**src/rtl/bank_access_ctrl_pkg.sv**
```systemverilog
// rtl/bank_access_ctrl_pkg.sv - shared types and constants for the bank access controller
// Purpose: FSM state encoding, statistics counter width, default bus widths and
//   a saturating-increment helper used by the optional statistics counters.
// Ports: none (package).
package bank_access_ctrl_pkg;

  typedef enum logic [1:0] {
    ST_IDLE     = 2'd0,
    ST_RD_ISSUE = 2'd1,
    ST_RD_CAPT  = 2'd2,
    ST_RSP      = 2'd3
  } state_t;

  localparam int STAT_W = 16;

  localparam int DEF_ADR = 8;

  localparam int DEF_DAT = 32;

  function automatic logic [STAT_W-1:0] sat_inc(input logic [STAT_W-1:0] v);
    return (&v) ? v : v + 1'b1;
  endfunction

endpackage

```
**src/rtl/bank_wq_fifo.sv**
```systemverilog
// rtl/bank_wq_fifo.sv - write queue with read-address hazard compare
// Purpose: WQ_DEPTH-entry FIFO of pending RAM writes. Flags a hazard when any
//   queued entry, or the entry being pushed this cycle, matches any of the four
//   read addresses.
// Ports:
//   clk, reset            clock, synchronous active-high reset
//   push, push_addr/data  enqueue (caller guarantees !full)
//   pop                   dequeue head (caller guarantees !empty)
//   rd_addr[3:0]          read lane addresses to compare against
//   full, empty           occupancy flags
//   head_addr, head_data  oldest entry
//   hazard                1 = some lane address matches a pending write
module bank_wq_fifo #(
  parameter int ADR   = 8,
  parameter int DAT   = 32,
  parameter int DEPTH = 4
) (
  input  logic                clk,
  input  logic                reset,
  input  logic                push,
  input  logic [ADR-1:0]      push_addr,
  input  logic [DAT-1:0]      push_data,
  input  logic                pop,
  input  logic [3:0][ADR-1:0] rd_addr,
  output logic                full,
  output logic                empty,
  output logic [ADR-1:0]      head_addr,
  output logic [DAT-1:0]      head_data,
  output logic                hazard
);

  localparam int PTR_W = $clog2(DEPTH);

  logic [ADR-1:0]   ent_addr [DEPTH];
  logic [DAT-1:0]   ent_data [DEPTH];
  logic [DEPTH-1:0] ent_valid;
  logic [PTR_W-1:0] wr_ptr;
  logic [PTR_W-1:0] rd_ptr;

  // Per-entry valid bits make occupancy and the hazard compare trivial.
  assign full      = &ent_valid;
  assign empty     = ~|ent_valid;
  assign head_addr = ent_addr[rd_ptr];
  assign head_data = ent_data[rd_ptr];

  always_ff @(posedge clk) begin
    if (reset) begin
      ent_valid <= '0;
      wr_ptr    <= '0;
      rd_ptr    <= '0;
    end else begin
      if (push) begin
        ent_valid[wr_ptr] <= 1'b1;
        wr_ptr            <= wr_ptr + 1'b1;
      end
      if (pop) begin
        ent_valid[rd_ptr] <= 1'b0;
        rd_ptr            <= rd_ptr + 1'b1;
      end
    end
  end

  always_ff @(posedge clk) begin
    if (push) begin
      ent_addr[wr_ptr] <= push_addr;
      ent_data[wr_ptr] <= push_data;
    end
  end

  // The head being popped this cycle still counts: the read waits one more
  // cycle rather than racing its own write.
  always_comb begin
    hazard = 1'b0;
    for (int l = 0; l < 4; l++) begin
      if (push && push_addr == rd_addr[l]) hazard = 1'b1;
      for (int i = 0; i < DEPTH; i++) begin
        if (ent_valid[i] && ent_addr[i] == rd_addr[l]) hazard = 1'b1;
      end
    end
  end

endmodule

```
**src/rtl/bank_access_ctrl.sv**
```systemverilog
// rtl/bank_access_ctrl.sv - cache-bank RAM initiator: write queue plus 4-lane reads
// Purpose: queues writes and drains them one per cycle, issues 4-lane reads with
//   read-after-write ordering, returns data and per-lane unwritten flags via
//   valid/ready. ram_we and ram_re are never asserted together.
// Ports:
//   clk, reset                      clock, synchronous active-high reset
//   wr_valid/ready, wr_addr/data    write request
//   rd_valid/ready, rd_addr_0..3    4-lane read request
//   rsp_valid/ready, rsp_data_0..3, rsp_unwritten   read response
//   ram_we, ram_waddr, ram_wdata    RAM write port
//   ram_re, ram_raddr_0..3          RAM read port
//   ram_dout_0..3, ram_written      RAM registered read data / unwritten flags
//   stat_rd, stat_wr, stat_stall    saturating counters (BANK_ACCESS_STATS_EN only)
// Configuration macro: BANK_ACCESS_STATS_EN
module bank_access_ctrl
  import bank_access_ctrl_pkg::*;
#(
  parameter int ADR      = DEF_ADR,
  parameter int DAT      = DEF_DAT,
  parameter int WQ_DEPTH = 4
) (
  input  logic              clk,
  input  logic              reset,
  input  logic              wr_valid,
  output logic              wr_ready,
  input  logic [ADR-1:0]    wr_addr,
  input  logic [DAT-1:0]    wr_data,
  input  logic              rd_valid,
  output logic              rd_ready,
  input  logic [ADR-1:0]    rd_addr_0,
  input  logic [ADR-1:0]    rd_addr_1,
  input  logic [ADR-1:0]    rd_addr_2,
  input  logic [ADR-1:0]    rd_addr_3,
  output logic              rsp_valid,
  input  logic              rsp_ready,
  output logic [DAT-1:0]    rsp_data_0,
  output logic [DAT-1:0]    rsp_data_1,
  output logic [DAT-1:0]    rsp_data_2,
  output logic [DAT-1:0]    rsp_data_3,
  output logic [3:0]        rsp_unwritten,
  output logic              ram_we,
  output logic              ram_re,
  output logic [ADR-1:0]    ram_waddr,
  output logic [DAT-1:0]    ram_wdata,
  output logic [ADR-1:0]    ram_raddr_0,
  output logic [ADR-1:0]    ram_raddr_1,
  output logic [ADR-1:0]    ram_raddr_2,
  output logic [ADR-1:0]    ram_raddr_3,
  input  logic [DAT-1:0]    ram_dout_0,
  input  logic [DAT-1:0]    ram_dout_1,
  input  logic [DAT-1:0]    ram_dout_2,
  input  logic [DAT-1:0]    ram_dout_3,
  input  logic [3:0]        ram_written
`ifdef BANK_ACCESS_STATS_EN
  ,
  output logic [STAT_W-1:0] stat_rd,
  output logic [STAT_W-1:0] stat_wr,
  output logic [STAT_W-1:0] stat_stall
`endif
);

  state_t               state;
  logic [3:0][ADR-1:0]  rd_addr_v;
  logic [3:0][ADR-1:0]  lat_addr;
  logic                 push;
  logic                 full;
  logic                 empty;
  logic                 hazard;
  logic                 rd_acc;

  assign rd_addr_v = {rd_addr_3, rd_addr_2, rd_addr_1, rd_addr_0};

  assign wr_ready = !full;
  assign push     = wr_valid && !full;

  // Reading only happens in RD_ISSUE, so that is the one state that blocks
  // the drain. Both enables are held low while reset is asserted so nothing
  // queued reaches the RAM once reset has been requested.
  assign ram_re = (state == ST_RD_ISSUE) && !reset;
  assign ram_we = !empty && (state != ST_RD_ISSUE) && !reset;

  // Full blocks reads so the RD_ISSUE bubble cannot starve the drain.
  assign rd_ready = (state == ST_IDLE) && !rsp_valid && !hazard && !full;
  assign rd_acc   = rd_valid && rd_ready;

  assign ram_raddr_0 = lat_addr[0];
  assign ram_raddr_1 = lat_addr[1];
  assign ram_raddr_2 = lat_addr[2];
  assign ram_raddr_3 = lat_addr[3];

  bank_wq_fifo #(
    .ADR   (ADR),
    .DAT   (DAT),
    .DEPTH (WQ_DEPTH)
  ) u_wq (
    .clk       (clk),
    .reset     (reset),
    .push      (push),
    .push_addr (wr_addr),
    .push_data (wr_data),
    .pop       (ram_we),
    .rd_addr   (rd_addr_v),
    .full      (full),
    .empty     (empty),
    .head_addr (ram_waddr),
    .head_data (ram_wdata),
    .hazard    (hazard)
  );

  always_ff @(posedge clk) begin
    if (reset) begin
      state         <= ST_IDLE;
      lat_addr      <= '0;
      rsp_valid     <= 1'b0;
      rsp_data_0    <= '0;
      rsp_data_1    <= '0;
      rsp_data_2    <= '0;
      rsp_data_3    <= '0;
      rsp_unwritten <= '0;
    end else begin
      case (state)
        ST_IDLE: begin
          if (rd_acc) begin
            lat_addr <= rd_addr_v;
            state    <= ST_RD_ISSUE;
          end
        end
        ST_RD_ISSUE: state <= ST_RD_CAPT;
        ST_RD_CAPT: begin
          rsp_data_0    <= ram_dout_0;
          rsp_data_1    <= ram_dout_1;
          rsp_data_2    <= ram_dout_2;
          rsp_data_3    <= ram_dout_3;
          rsp_unwritten <= ram_written;
          rsp_valid     <= 1'b1;
          state         <= ST_RSP;
        end
        ST_RSP: begin
          if (rsp_ready) begin
            rsp_valid <= 1'b0;
            state     <= ST_IDLE;
          end
        end
        default: state <= ST_IDLE;
      endcase
    end
  end

`ifdef BANK_ACCESS_STATS_EN
  always_ff @(posedge clk) begin
    if (reset) begin
      stat_rd    <= '0;
      stat_wr    <= '0;
      stat_stall <= '0;
    end else begin
      if (rd_acc)               stat_rd    <= sat_inc(stat_rd);
      if (ram_we)               stat_wr    <= sat_inc(stat_wr);
      if (rd_valid && !rd_ready) stat_stall <= sat_inc(stat_stall);
    end
  end
`endif

  a_we_re_excl: assert property (@(posedge clk) disable iff (reset) !(ram_re && ram_we));

endmodule

```
**config.mk**
```make
export PLATFORM = sky130hd
export DESIGN_NAME = bank_access_ctrl
export DESIGN_NICKNAME = d
export VERILOG_FILES = /design/src/rtl/bank_access_ctrl_pkg.sv /design/src/rtl/bank_wq_fifo.sv /design/src/rtl/bank_access_ctrl.sv
export SDC_FILE = /design/constraint.sdc
export NUM_CORES = 1
export LEC_CHECK = 0
export ABC_AREA = 0
export BUFFER_PORTS_ARGS = -buffer_cell sky130_fd_sc_hd__buf_2
export CAP_MARGIN = 20
export CORE_MARGIN = 5
export CORE_UTILIZATION = 52
export CTS_CLUSTER_SIZE = 28
export DETAILED_ROUTE_END_ITERATION = 8
export GPL_ROUTABILITY_DRIVEN = 1
export PLACE_DENSITY = 0.8
export SLEW_MARGIN = 20
export SYNTH_ARGS = -nofsm -noshare
export SYNTH_HDL_FRONTEND = slang
export SYNTH_SLANG_ARGS = --single-unit
```
**constraint.sdc**
```tcl
create_clock -name clk -period 2.2 [get_ports clk]
set_input_delay 0.22 -clock clk [delete_from_list [all_inputs] [get_ports clk]]
set_output_delay 0.22 -clock clk [all_outputs]
set_load 0.005 [all_outputs]
```
==> results of run 1 <==
## layout make-up
type                            count  area, sq um
Multi-Input combinational cell    686         5790
Clock inverter                     17          209
Sequential cell                   337         8350
Fill cell                        1772         7660
Timing Repair Buffer              641         4390
Inverter                            7         26.3
Tap cell                          378          473
Antenna cell                        7         17.5
Clock buffer                       47         1010
## report_power, final
part | total (mW) | switching, mW | internal, mW
Clock | 6.25 | 2.51 | 3.75
Sequential | 7.66 | 0.423 | 7.23
Combinational | 5.59 | 2.89 | 2.70
Total | 19.5 | 5.82 | 13.7
## how the worst max path moves through the flow
| stage | slack (ns) | from | end | cells past startpoint |
|---|---|---|---|---|
| after floorplan | 0.18 | u_wq.ent_valid[1] | u_wq.ent_addr[0][0] | 2 |
| after global placement | 0.04 | u_wq.ent_addr[1][2] | state[1] | 8 |
| after detailed placement | -0.007 | u_wq.ent_addr[1][2] | state[1] | 8 |
| after CTS | -0.25 | u_wq.ent_addr[0][3] | rd_ready | 7 |
| after global routing | -0.40 | u_wq.ent_addr[0][3] | state[1] | 11 |
| final | -0.31 | u_wq.ent_addr[1][4] | state[1] | 12 |
## through the flow
stage / TNS, ns / setup slack, ns / hold WS [ns] / total power [mW]
after global placement: 0 / 0.0363 / 0.432 / 12.5
final: -5.29 / -0.307 / 0.0370 / 19.5
after global routing: -8.60 / -0.403 / 0.0356 / 20.3
after detailed placement: -0.00681 / -0.00681 / 0.438 / 12.6
after CTS: -0.345 / -0.246 / 0.000549 / 19.2
after floorplan: 0 / 0.180 / 0.319 / 10.9
## cells by family after synthesis
group / synth area share, %
flip-flops: 56.5
AND/OR/NAND/NOR: 8.97
buffers and inverters: 5.31
multiplexers: 15.2
XOR/XNOR: 9.54
adder cells (fa/ha/maj): 1.02
AO/OA/AOI/OAI: 3.54
## per-layer routing
layer | GRT usage, % | wire, um | vias up
li1 | - | - | 5180
met1 | 33.4 | 17200 | 5688
met2 | 48.8 | 24400 | 609
met3 | 8.61 | 4180 | 186
met4 | 14.9 | 2510 | 6
met5 | 0 | 33 | -
## timing repair
item,4_1_cts,5_1_grt
gates cloned,0,0
buffers inserted,20,10
hold endpoints to repair,264,0
gates resized for setup,22,40
endpoints found under the setup margin,2,35
hold buffers,163,0
pin swaps,8,7
## cells in the mapped netlist, types with 8 or more instances
master    instances
edfxtp_1        160
ha_1             12
nand4_1          38
dfxtp_1         177
xnor2_1         140
buf_4            31
clkbuf_1         33
clkbuf_2          9
o21ai_1           8
a21oi_1          34
buf_1             9
buf_2            37
nand3_2          30
nor2_1          156
mux2i_1         134
mux4_2           40
xor2_1           21
o21ai_0          25
## registers in the layout, summed over array words and instances, names as in the netlist, 2 cells and up, named ones only
signal,cells
rsp_data_2,32
rsp_data_3,32
ram_raddr_1,8
u_wq.ent_valid,4
u_wq.rd_ptr,2
rsp_unwritten,4
ram_raddr_0,8
state,2
ram_raddr_3,8
u_wq.ent_addr,32
rsp_data_0,32
rsp_data_1,32
u_wq.ent_data,128
u_wq.wr_ptr,2
ram_raddr_2,8
## critical path, stage by stage (launching register included)
cell and delay [ns]:
edfxtp_1 0.44, buf_4 0.18, xnor2_1 0.12, nand4_1 0.11, nor2_1 0.08, o41ai_4 0.41, nand4_2 0.14, buf_4 0.16
buf_6 0.10, buf_6 0.12, buf_8 0.15, o2111ai_4 0.22, o311ai_2 0.14
==> metrics.json, run 1 <==
{
  "die_y_um": 179,
  "cts_made_buffers": 37,
  "cts_tree": "yes",
  "synth.net_count": 1380,
  "synthesis.yosys.warnings": 0,
  "final.setup.worst_slack_ns": -0.307,
  "finalSetupViolations": 34,
  "first_global_vias": 12100,
  "outcome": "finished with violations",
  "max_cap_viol_count": 0,
  "syn-cell-area_sq_um": 14800,
  "number_of_synthesized_register_bits": 337,
  "hold_class": "in2reg",
  "clock-skew-final_ns": 0.0131,
  "fp-row-count": 61,
  "maxSlewHeadroom_pct": 63.7,
  "worst_setup_hold_path_clk_slew_ns": 0.06,
  "grt_setup_unrepaired": "true",
  "route.detailed.vias_per_inst": 5.50,
  "place_area_sq_um": 17000,
  "syn_area_per_cell_sq_um": 12.8,
  "ys.flop_type": "dfxtp_1",
  "worstSkewPairLatency_ns": 0.51,
  "wl_per_cell_um": 22.8,
  "placeableCoreArea_sq_um": 27900,
  "worst_hold_startpoint": "rsp_ready",
  "async_reset_ff_share_pct": 0,
  "nNetsFinal": 1931,
  "netlist.top_cell.by_area": "edfxtp_1",
  "grt_max_degree": 129,
  "slew_at_the_pin_closest_to_its_max_slew_limit_ns": 0.545,
  "numClockSinks": 337,
  "die-area_sq_um": 31900,
  "critical_path_arrival_ns": 2.88,
  "synth_cell_type_count": 46,
  "postRouteWirelength_um": 48300,
  "fraction_of_the_yosys_area_taken_by_sequential_cells_pct": 56.5,
  "postSynthCellCount": 1159,
  "global_route.overflow_total": 0,
  "r2r_start": "u_wq.ent_addr[1][4]",
  "synth_enable_flop_cells": 160,
  "hold-path-cell-count": 4,
  "vias": 11700,
  "failed_checks": "negative setup slack",
  "portBuffers": 417,
  "dp_hpwl_um": 30300,
  "worstPathMaxFanout": 13,
  "report.final.hold_viol_count": 0,
  "worst_ep_required_time_ns": 2.58,
  "total_leakage_power_nw": 7.96,
  "worstSetupStartpointType": "register",
  "instances_no_fill": 2120,
  "final_design_area_no_fill_sq_um": 20300,
  "most-common-layout-cells": "buf_2 (414), dfxtp_1 (175), dlygate4sd3_1 (163)",
  "reg2reg_slack_ns": -0.31,
  "worstSetupPathType": "reg2reg",
  "worstRegToRegCells": 12,
  "grt_first_pass_wirelength_um": 70300,
  "clock_path_buffers": 3,
  "mostFrequentLayoutCell": "buf_2",
  "yosys-top-cells-area": "edfxtp_1 (32%), dfxtp_1 (24%), mux2i_1 (9.1%)",
  "worst_reg2reg_endpoint": "state[1]",
  "synth_largest_type_area_fraction_pct": 32.5,
  "fin_util_pct": 72.6,
  "route.detailed.drc": 0,
  "die_w_um": 179,
  "globalRouteTotalUtil_pct": 29.0,
  "final_min_period_over_clock_period_pct": 114,
  "maximum_level_of_the_cts_h_tree": 2,
  "max_freq_mhz": 399,
  "finalWeightedCongestion": 0.949,
  "top_level_ports": 418,
  "detail_route.iter0.violations": 830,
  "dpl.cell_count": 1856,
  "power-per-cell-area_nw_per_um2": 962,
  "vdd_ir_drop_max_mv": 0.673,
  "floorplan.initialDensity_pct": 52.9,
  "detail_route.first_pass.iterations": 4,
  "number_of_nets_with_antenna_violations_after_routing": 0,
  "area.growth.synth_to_final_pct": 37.1,
  "drive_gt1_share_pct": 37.5,
  "period_needed_ns": 2.51,
  "timing_max_transition_violations_final": 0,
  "worst_hold_path.endpoint": "rsp_valid",
  "clock_tree.root_cell": "clkbuf_16",
  "worst_setup_path_end_kind": "register",
  "antenna_found_initial": 9
}
Note: power is estimated with default switching activity, not from simulation.
==> run 2, diff against run 1 <==
--- a/config.mk
+++ b/config.mk
@@ -18,3 +18,4 @@
 export SYNTH_ARGS = -nofsm -noshare
 export SYNTH_HDL_FRONTEND = slang
 export SYNTH_SLANG_ARGS = --single-unit
+export TNS_END_PERCENT = 50
==> metrics.json, run 2 (synthesis gave the netlist of run 1 again) <==
{
  "outcome": "finished with violations",
  "failed_checks": "negative setup slack",
  "top_level_ports": {"value": 418, "change": "unchanged"},
  "worst_setup_hold_path_clk_slew": {"value": 0.06, "unit": "ns", "change": "about the same"},
  "mostFrequentLayoutCell": "buf_2",
  "clock-skew-final": {"value": 0.0143, "unit": "ns", "change": "+0.00122 ns"},
  "slew_at_the_pin_closest_to_its_max_slew_limit": {"value": 0.545, "unit": "ns", "change": "+0.0000302 ns"},
  "placement.setup.worst_slack": {"value": -0.00681, "unit": "ns", "change": "unchanged"},
  "die-area": {"value": 31900, "unit": "sq um", "change": "unchanged"},
  "worst_ep_required_time": {"value": 1.98, "unit": "ns", "change": "-0.60 ns"},
  "clock_path_buffers": {"value": 3, "change": "unchanged"},
  "grt_first_pass_wirelength": {"value": 70000, "unit": "um", "change": "-0.39%"},
  "most-common-layout-cells": "buf_2 (415), dfxtp_1 (175), dlygate4sd3_1 (163)",
  "die_y": {"value": 179, "unit": "um", "change": "unchanged"},
  "hold_ws": {"value": 0.0402, "unit": "ns", "change": "+0.00326 ns"},
  "drive_gt1_share": {"value": 36.9, "unit": "%", "change": "-0.52 points"},
  "power-per-cell-area": {"value": 962, "unit": "nW/um^2", "change": "about the same"},
  "maxSlewHeadroom": {"value": 63.7, "unit": "%", "change": "about the same"},
  "hold_class": "in2reg",
  "worstPathMaxFanout": {"value": 4, "change": "-9"},
  "number_of_nets_with_antenna_violations_after_routing": {"value": 0, "change": "unchanged"},
  "final_min_period_over_clock_period": {"value": 111, "unit": "%", "change": "-2.7 points"},
  "dp_hpwl": {"value": 30300, "unit": "um", "change": "unchanged"},
  "report.final.hold_viol_count": {"value": 0, "change": "unchanged"},
  "timing_max_transition_violations_final": {"value": 0, "change": "unchanged"},
  "nNetsFinal": {"value": 1923, "change": "-0.41%"},
  "max_cap_viol_count": {"value": 0, "change": "unchanged"},
  "worst_setup_path_end_kind": "output port",
  "period_needed": {"value": 2.45, "unit": "ns", "change": "-0.0602 ns"},
  "clock_tree.root_cell": "clkbuf_16",
  "globalRouteTotalUtil": {"value": 28.9, "unit": "%", "change": "-0.10 points"},
  "worstSkewPairLatency": {"value": 0.51, "unit": "ns", "change": "about the same"},
  "portBuffers": {"value": 417, "change": "unchanged"},
  "worstSetupStartpointType": "register",
  "area.growth.synth_to_final_pct": 36.4,
  "antenna_found_initial": {"value": 9, "change": "unchanged"},
  "detail_route.iter0.violations": {"value": 873, "change": "+5.2%"},
  "total_leakage_power": {"value": 7.91, "unit": "nW", "change": "-0.61%"},
  "global_route.overflow_total": {"value": 0, "change": "unchanged"},
  "floorplan.initialDensity": {"value": 52.9, "unit": "%", "change": "unchanged"},
  "first_global_vias": {"value": 12000, "change": "-0.65%"},
  "grt_setup_unrepaired": "true",
  "maximum_level_of_the_cts_h_tree": {"value": 2, "change": "unchanged"},
  "filler_cell_count": {"value": 1788, "change": "+0.90%"},
  "grt_max_degree": {"value": 129, "change": "unchanged"},
  "critical_path_arrival": {"value": 2.23, "unit": "ns", "change": "-0.65 ns"},
  "detail_route.first_pass.iterations": {"value": 7, "change": "+3"},
  "worstSetupPathType": "reg2out",
  "cts_tree": "yes",
  "largest-register": "u_wq.ent_data",
  "finalWeightedCongestion": {"value": 0.949, "change": "unchanged"},
  "fp-row-count": {"value": 61, "change": "unchanged"},
  "largest_reg_flops": {"value": 128, "change": "unchanged"},
  "die_w": {"value": 179, "unit": "um", "change": "unchanged"},
  "vdd_ir_drop_max": {"value": 0.671, "unit": "mV", "change": "-0.35%"},
  "route.detailed.drc": {"value": 0, "change": "unchanged"},
  "max_freq": {"value": 409, "unit": "MHz", "change": "+2.5%"},
  "vias": {"value": 11600, "change": "-0.69%"},
  "route.detailed.vias_per_inst": {"value": 5.49, "change": "-0.32%"},
  "final.setup.worst_slack": {"value": -0.247, "unit": "ns", "change": "+0.0602 ns"},
  "placeableCoreArea": {"value": 27900, "unit": "sq um", "change": "unchanged"},
  "postRouteWirelength": {"value": 47900, "unit": "um", "change": "-0.78%"},
  "cts_made_buffers": {"value": 37, "change": "unchanged"},
  "finalSetupViolations": {"value": 30, "change": "-12%"},
  "wl_per_cell": {"value": 22.7, "unit": "um", "change": "-0.41%"},
  "numClockSinks": {"value": 337, "change": "unchanged"}
}
[run 2: cell count changes in the layout (fill, tap and decap cells not counted), moves of 2 or more]
cell	change
buf_4	-5
o21ai_1	+2
buf_6	-4
o21ai_2	-3
[run 2: layout make-up]
type	count	area (sq um)	share of cell area, %
Antenna cell	7	17.5	0.0869
Clock buffer	47	1010	5.03
Clock inverter	17	209	1.04
Inverter	7	26.3	0.130
Multi-Input combinational cell	686	5760	28.6
Sequential cell	337	8350	41.4
Tap cell	378	473	2.35
Timing Repair Buffer	633	4320	21.4
[run 2: per-stage QoR]
stage | instance area [sq um] | power [mW] | utilization (%) | std cells | TNS (ns)
after floorplan | 14800 | 10.9 | - | 1159 | 0
after global placement | 17000 | 12.5 | 60.9 | 1856 | 0
after detailed placement | 17000 | 12.6 | 60.9 | 1856 | -0.00681
after CTS | 20000 | 19.1 | 71.6 | 2098 | -0.271
after global routing | 20200 | 20.2 | 72.2 | 2111 | -4.33
final | 20200 | 19.4 | 72.2 | 2112 | -0.807
[run 2: power breakdown]
| group | internal [mW] | total, mW | switching, mW |
|---|---|---|---|
| sequential | 7.23 | 7.65 | 0.419 |
| clock | 3.75 | 6.24 | 2.49 |
| combinational | 2.65 | 5.50 | 2.85 |
| total | 13.6 | 19.4 | 5.76 |
[run 2: worst paths after layout]
kind                        from        endpoint  slack (ns)  cells after the start
max          u_wq.ent_addr[2][4]        rd_ready       -0.25                      7
min                    rsp_ready       rsp_valid        0.04                      4
max reg2reg  u_wq.ent_addr[1][3]        state[1]       -0.14                     10
min reg2reg       ram_raddr_0[7]  ram_raddr_0[7]        0.46                      2
[run 2: repair_timing]
| item | in CTS | in global routing |
|---|---|---|
| hold endpoints to repair | 264 | 0 |
| gates cloned | 0 | 0 |
| setup endpoints to repair | 2 | 35 |
| gates resized for setup | 3 | 49 |
| hold buffers | 163 | 0 |
| pin swaps | 6 | 3 |
| buffers inserted | 15 | 7 |
[run 2: per-layer routing]
| layer | GRT usage [%] | share of wire (%) | routed length, um | vias to the layer above |
|---|---|---|---|---|
| met1 | 33.5 | 36 | 17100 | 5595 |
| met4 | 14.5 | 5.3 | 2560 | 6 |
| met5 | 0 | 0.069 | 33 | - |
| met3 | 8.61 | 8.8 | 4220 | 191 |
| met2 | 48.7 | 50 | 24000 | 638 |
| li1 | - | - | - | 5158 |
[run 2: critical path, cell delays in order (launching register included)]
cell      delay, ns
edfxtp_1       0.52
xor2_1         0.20
nor4_1         0.33
nand4_1        0.15
and4b_1        0.22
nand4_2        0.10
nor2_1         0.05
buf_4          0.17
